--- src/rtl/counter_display_scan_pkg.sv ---
// Shared types and the hex-to-segment table for the multiplexed 7-segment display.
`timescale 1ns/100ps
package s4_display_pkg;

  typedef logic [6:0] seg_t;

  localparam seg_t SEG_BLANK = 7'h7F;

  // Active-low {g,f,e,d,c,b,a}, indexed by the hex digit value.
  localparam seg_t SEG_LUT [16] = '{
    7'h40, 7'h79, 7'h24, 7'h30,
    7'h19, 7'h12, 7'h02, 7'h78,
    7'h00, 7'h10, 7'h08, 7'h03,
    7'h46, 7'h21, 7'h06, 7'h0E
  };

  function automatic seg_t hex2seg(input logic [3:0] nib);
    return SEG_LUT[nib];
  endfunction

  // Counter width able to hold 0..n-1, never narrower than one bit.
  function automatic int unsigned cnt_width(input int unsigned n);
    return (n > 1) ? $clog2(n) : 1;
  endfunction

endpackage

--- src/rtl/counter_display_scan_hex_to_sevenseg.sv ---
// Combinational hex nibble to active-low seven-segment pattern.
`timescale 1ns/100ps
module hex_to_sevenseg
  import s4_display_pkg::*;
(
  input  logic [3:0] nibble,
  output seg_t       segments
);

  assign segments = hex2seg(nibble);

endmodule

--- src/rtl/counter_display_scan.sv ---
// Time-multiplexed hex display: frame snapshot of value, one active-low anode per slot,
// optional leading-zero blanking, registered anode/segment outputs.
`timescale 1ns/100ps
module counter_display_scan
  import s4_display_pkg::*;
#(
  parameter int N           = 32,
  parameter int DIGITS      = 8,
  parameter int REFRESH_DIV = 100000
) (
  input  logic              clock,
  input  logic              reset,
  input  logic [N-1:0]      value,
  input  logic              blank_lz,
  output logic [DIGITS-1:0] anodes,
  output seg_t              segments,
  output logic              frame_done
);

  localparam int SW = 4 * DIGITS;
  localparam int PW = cnt_width(REFRESH_DIV);
  localparam int IW = cnt_width(DIGITS);
  localparam logic [PW-1:0] PRESC_LAST = PW'(REFRESH_DIV - 1);
  localparam logic [IW-1:0] IDX_LAST   = IW'(DIGITS - 1);

  if (N > 4 * DIGITS) begin : g_bad_width
    $error("counter_display_scan: N (%0d) exceeds 4*DIGITS (%0d)", N, 4 * DIGITS);
  end
  if (DIGITS < 2) begin : g_bad_digits
    $error("counter_display_scan: DIGITS must be >= 2");
  end
  if (REFRESH_DIV < 1) begin : g_bad_div
    $error("counter_display_scan: REFRESH_DIV must be >= 1");
  end

  logic [PW-1:0]     prescaler;
  logic [IW-1:0]     idx;
  logic [SW-1:0]     shadow;
  logic              tick;
  logic              capture;
  logic [3:0]        nibble;
  logic              sel_blank;
  logic [DIGITS-1:0] anode_sel;
  logic [DIGITS-1:0] digit_blank;
  logic              nonzero_above;
  seg_t              seg_dec;

  assign tick    = (prescaler == PRESC_LAST);
  assign capture = tick && (idx == IDX_LAST);

  always_ff @(posedge clock or posedge reset) begin
    if (reset) begin
      prescaler <= '0;
    end else if (tick) begin
      prescaler <= '0;
    end else begin
      prescaler <= prescaler + 1'b1;
    end
  end

  always_ff @(posedge clock or posedge reset) begin
    if (reset) begin
      idx <= '0;
    end else if (tick) begin
      if (idx == IDX_LAST) begin
        idx <= '0;
      end else begin
        idx <= idx + 1'b1;
      end
    end
  end

  // The shadow is only refreshed as the last slot ends, so a whole frame shows one value.
  always_ff @(posedge clock or posedge reset) begin
    if (reset) begin
      shadow     <= '0;
      frame_done <= 1'b0;
    end else begin
      if (capture) begin
        shadow <= SW'(value);
      end
      frame_done <= capture;
    end
  end

  // Digit i is a leading zero when it and every digit above it are zero.
  always_comb begin
    digit_blank   = '0;
    nonzero_above = 1'b0;
    for (int i = DIGITS - 1; i >= 1; i--) begin
      nonzero_above  = nonzero_above | (|shadow[4*i +: 4]);
      digit_blank[i] = blank_lz & ~nonzero_above;
    end
  end

  always_comb begin
    nibble    = '0;
    sel_blank = 1'b0;
    anode_sel = '1;
    for (int i = 0; i < DIGITS; i++) begin
      if (idx == IW'(i)) begin
        nibble       = shadow[4*i +: 4];
        sel_blank    = digit_blank[i];
        anode_sel[i] = 1'b0;
      end
    end
  end

  hex_to_sevenseg u_hex_to_sevenseg (
    .nibble   (nibble),
    .segments (seg_dec)
  );

  // Anodes and segments share one register stage so they always switch together.
  always_ff @(posedge clock or posedge reset) begin
    if (reset) begin
      anodes   <= '1;
      segments <= SEG_BLANK;
    end else if (sel_blank) begin
      anodes   <= '1;
      segments <= SEG_BLANK;
    end else begin
      anodes   <= anode_sel;
      segments <= seg_dec;
    end
  end

endmodule

--- config.mk ---
export PLATFORM = sky130hd
export DESIGN_NAME = counter_display_scan
export DESIGN_NICKNAME = d
export VERILOG_FILES = /design/src/rtl/counter_display_scan_pkg.sv /design/src/rtl/counter_display_scan_hex_to_sevenseg.sv /design/src/rtl/counter_display_scan.sv
export SDC_FILE = /design/constraint.sdc
export NUM_CORES = 1
export LEC_CHECK = 0
export ABC_AREA = 1
export BUFFER_PORTS_ARGS = -buffer_cell sky130_fd_sc_hd__buf_4
export CORE_UTILIZATION = 30
export DETAILED_ROUTE_END_ITERATION = 16
export GPL_TIMING_DRIVEN = 0
export PLACE_DENSITY_LB_ADDON = 0.15
export SYNTH_ARGS = -nofsm -noshare
export SYNTH_HDL_FRONTEND = slang
export SYNTH_HIERARCHICAL = 1
export SYNTH_SLANG_ARGS = --single-unit
--- constraint.sdc ---
create_clock -name clock -period 3.05 [get_ports clock]
set_clock_uncertainty 0.05 [all_clocks]
set_input_delay 0.1525 -clock clock [delete_from_list [all_inputs] [get_ports clock]]
set_output_delay 0.1525 -clock clock [all_outputs]
set_load 0.01 [all_outputs]
==> out/results.tsv <==
stage	metric	value	unit
status	status	finished clean	
sta	final hold viol count	0	
setup_path	Buffers & Inverters on Critical Path	3	
setup_path	slowest CP cell	dfrtp_1	
pwr	PwrDens	398.0	nW/um^2
cells_and_area	Reg area	1720	um^2
run	total of max-cap violations	0	
pwr	sw frac	0.2121	
place	number of port buffers	50	
sta	final slew viol count	0	
route	drt drc	0	
yosys	syn nets	501	
route	via count	3150	
setup_path	Max stage delay on crit path	0.40	ns
global_route	gr ovfl total	0	
min_path	HP Class	input port to flop	
setup_path	crit-path cells	ha_1 -> ha_1 -> inv_1 -> o21ai_0 -> a31oi_1 -> o22ai_1 -> nand2_1 -> a21oi_1 -> nor2_2 -> inv_1 -> ha_1 -> nand2_1 -> nand3_1 -> nand2_1 -> inv_1 -> nand3_2	
cells_and_area	Nets	598	
clock_tree	Max clock buf depth	2	
sta	TNS Setup	0	ns
setup_path	CP max FO	6	
floorplan	core box area	11960	um^2
floorplan	Initial Util	0.3075	
pwr	leakage power	2.413	nW
global_route	gr usage total	0.1458	
place	DPL Wire Length	6.142	mm
cells_and_area	area grow syn2layout	32.45	%
floorplan	die area	12710	um^2
floorplan	# rows	40	
yosys	Netlist cell types	34	
floorplan	Die W	112.7	um
global_route	first-pass GRT wire length	14.53	mm
clock_tree	Sink Count	68	
sta	worst-margin pin slew	0.8416	ns
clock_tree	clock-pin slew on the worst setup and hold paths	0.05	ns
route	DRT Wirelength	8.575	mm
setup_path	CP arrival	2.96	ns
pwr	share of power burned in registers	0.466	
clock_tree	H-tree depth	3	
sta	Slew HR	0.4389	
global_route	met3 Resource Use GR	0.02678	
yosys	register area share after synthesis	0.4677	
place	Final Wtd Congestion	0.8392	
cells_and_area	post-layout util	0.4073	
pwr	Net Switching	0.4114	mW
yosys	Mapped Cells	452	
pwr	Final Power	1.939	mW
pwr	share of total power in the clock network	0.490	
cells_and_area	ANT cells	0	
cells_and_area	footprint of the multi-input gates	1617	um^2
floorplan	Die Y	112.7	um
route	First-pass DRT Iterations	5	
global_route	busiest metal layer after global routing	met2	
sta	Max Freq	359.9	MHz
floorplan	io pins	51	
yosys	mapped cell area	3679	um^2
global_route	initial antenna violation count	0	
sta	RSZ-0062 raised after global routing	no	
global_route	vias in the first global route	3154	
clock_tree	clock insertion delay at the later pin of the skew report	0.33	ns
yosys	#FFs+latches synth	68	
sta	post-route minimum period	2.779	ns
setup_path	Setup CP Type	flop to flop	
setup_path	Setup crit start kind	flop	
pwr	logic gate share of total power	0.044	
global_route	met1 Use GR	0.1878	
route	Routed WL per cell	12.23	um
clock_tree	CTS tree	built	
route	ANT nets after route	0	
pwr	Peak supply drop	0.1992	mV
clock_tree	Root Buffer	clkbuf_16	
route	vias per inst	4.494	
global_route	pin count of the biggest net entering global routing	69	
sta	Setup Viol. Count Final	0	
cells_and_area	layout cell share with drive strength beyond 1	0.2383	
global_route	met2 Use GR	0.2387	
sta	Tcrit/Tclk final	0.9111	
cells_and_area	fill count	1221	
route	initial drt markers	110	
setup_path	WP data required	3.24	ns
setup_path	Crit. End Element	flop	
setup_path	CP top delay family	adder cells	
pwr	Pint	1.528	mW
clock_tree	CTS buffer count	9	
yosys	yosys warns	6	
yosys	Mapped Avg Cell Area	8.138	um^2
[final timing paths]
| kind | startpoint | endpoint | slack, ns | cells past startpoint |
|---|---|---|---|---|
| setup / recovery | idx[0] | segments[3] | 0.27 | 16 |
| hold / removal | blank_lz | segments[0] | 0.24 | 3 |
| setup reg to reg | idx[0] | segments[3] | 0.27 | 16 |
| hold reg to reg | shadow[3] | shadow[3] | 0.43 | 2 |
| max in group asynchronous | reset | prescaler[4] | 1.89 | 3 |
| min in group asynchronous | reset | shadow[10] | 0.50 | 3 |
[worst register-to-register path, stage by stage (launching register included)]
cell and delay [ns]:
dfrtp_1 0.40, ha_1 0.23, ha_1 0.28, inv_1 0.15, o21ai_0 0.11, a31oi_1 0.19, o22ai_1 0.10, nand2_1 0.07
a21oi_1 0.08, nor2_2 0.23, inv_1 0.16, ha_1 0.34, nand2_1 0.06, nand3_1 0.07, nand2_1 0.05, inv_1 0.06
nand3_2 0.07
[cells in the final DEF (no fill, tap or decap), types with 2 or more instances in the layout]
cell type,synthesis,routed
dfstp_2,15,15
nor4_1,5,5
clkinvlp_4,0,2
clkbuf_16,0,9
nor3_1,5,5
inv_1,57,56
nand2_2,6,6
nand2_1,144,144
clkinv_2,0,2
dlygate4sd3_1,0,33
buf_6,9,9
inv_4,1,2
nor2_1,28,25
nor2_8,2,2
a21oi_1,8,8
o21ai_1,8,8
nand3_2,13,13
buf_4,0,53
o21ai_0,18,18
o22ai_1,3,3
inv_2,4,4
nor2_2,5,8
nand4_1,7,7
dfrtp_1,53,53
clkbuf_1,1,3
ha_1,14,14
a31oi_1,3,3
nand3_1,32,32
[sequential cells by signal (all words and copies together), names as in the netlist]
register and flops:
shadow 32, segments 7, prescaler 17, anodes 8, idx 3, frame_done 1
[metal layers]
metal / routed length (um) / vias up
li1: - / 1627
met1: 4096 / 1444
met2: 4006 / 68
met3: 321 / 11
met4: 150 / 0
met5: 0 / -
[final cells by class]
| class | count | share of cell area |
|---|---|---|
| Buffer | 11 | 0.02260 |
| Clock buffer | 12 | 0.05059 |
| Clock inverter | 4 | 0.005136 |
| Inverter | 63 | 0.04956 |
| Multi-Input combinational cell | 310 | 0.3318 |
| Sequential cell | 68 | 0.3531 |
| Tap cell | 147 | 0.03775 |
| Timing Repair Buffer | 86 | 0.1495 |
[cells in the mapped netlist]
| cell | count | area share |
|---|---|---|
| nand3_2 | 13 | 0.035 |
| nor2_1 | 28 | 0.029 |
| o211ai_1 | 1 | 0.0020 |
| nor3_1 | 5 | 0.0068 |
| dfrtp_1 | 53 | 0.36 |
| nor4_1 | 5 | 0.0085 |
| xor2_1 | 1 | 0.0024 |
| nand3_1 | 32 | 0.044 |
| a22oi_1 | 1 | 0.0020 |
| o21ai_1 | 8 | 0.011 |
| nand2_4 | 1 | 0.0031 |
| nor2_4 | 1 | 0.0031 |
| inv_1 | 57 | 0.058 |
| inv_2 | 4 | 0.0041 |
| nand2_1 | 144 | 0.15 |
| dfstp_2 | 15 | 0.11 |
| nor2_8 | 2 | 0.011 |
| o21a_1 | 1 | 0.0020 |
| a31oi_1 | 3 | 0.0051 |
| a31o_2 | 1 | 0.0024 |
| nor2_2 | 5 | 0.0085 |
| o21ai_0 | 18 | 0.024 |
| ha_1 | 14 | 0.048 |
| o21ai_2 | 1 | 0.0024 |
| a21oi_1 | 8 | 0.011 |
| o22ai_1 | 3 | 0.0051 |
| nand2_2 | 6 | 0.010 |
| nand4_1 | 7 | 0.012 |
| clkbuf_1 | 1 | 0.0010 |
| nor3_2 | 1 | 0.0027 |
| inv_4 | 1 | 0.0017 |
| buf_6 | 9 | 0.028 |
| clkinv_1 | 1 | 0.0010 |
| buf_2 | 1 | 0.0014 |
[power groups by stage]
stage / Clock, mW / Sequential [mW] / Combinational, mW
global route: 1.02 / 0.903 / 0.0942
floorplan: 0 / 0.919 / 0.0130
CTS: 0.983 / 0.903 / 0.0873
finish: 0.950 / 0.904 / 0.0855
detailed placement: 0 / 0.919 / 0.0544
global placement: 0 / 0.919 / 0.0529
[cell families (layout without fill, tap and decap cells)]
family                   after synthesis  in the layout  synth area share
AND/OR/NAND/NOR                      250            250            0.3201
buffers and inverters                 74            176           0.09490
flip-flops                            68             68            0.4677
AO/OA/AOI/OAI                         45             45           0.06735
adder cells (fa/ha/maj)               14             14           0.04762
XOR/XNOR                               1              1          0.002381
[through the flow]
stage	instances	worst slack, ns	instance area (um^2)	hold WS, ns
final	701	0.2711	4872	0.2429
after detailed placement	649	0.03339	4240	0.3069
after floorplan	452	0.6151	3679	0.2191
after CTS	698	0.09574	4845	0.2401
after global placement	649	0.09616	4238	0.3041
after global routing	701	0.03890	4872	0.2732
[repair_timing]
item | CTS | global route
endpoints found under the setup margin | 1 | 7
endpoints found under the hold margin | 59 | 0
hold buffers | 33 | 0
pin swaps | 0 | 1
buffers inserted | 0 | 3
gates resized for setup | 1 | 2
gates cloned | 0 | 0
(Power assumes the default switching activity.)
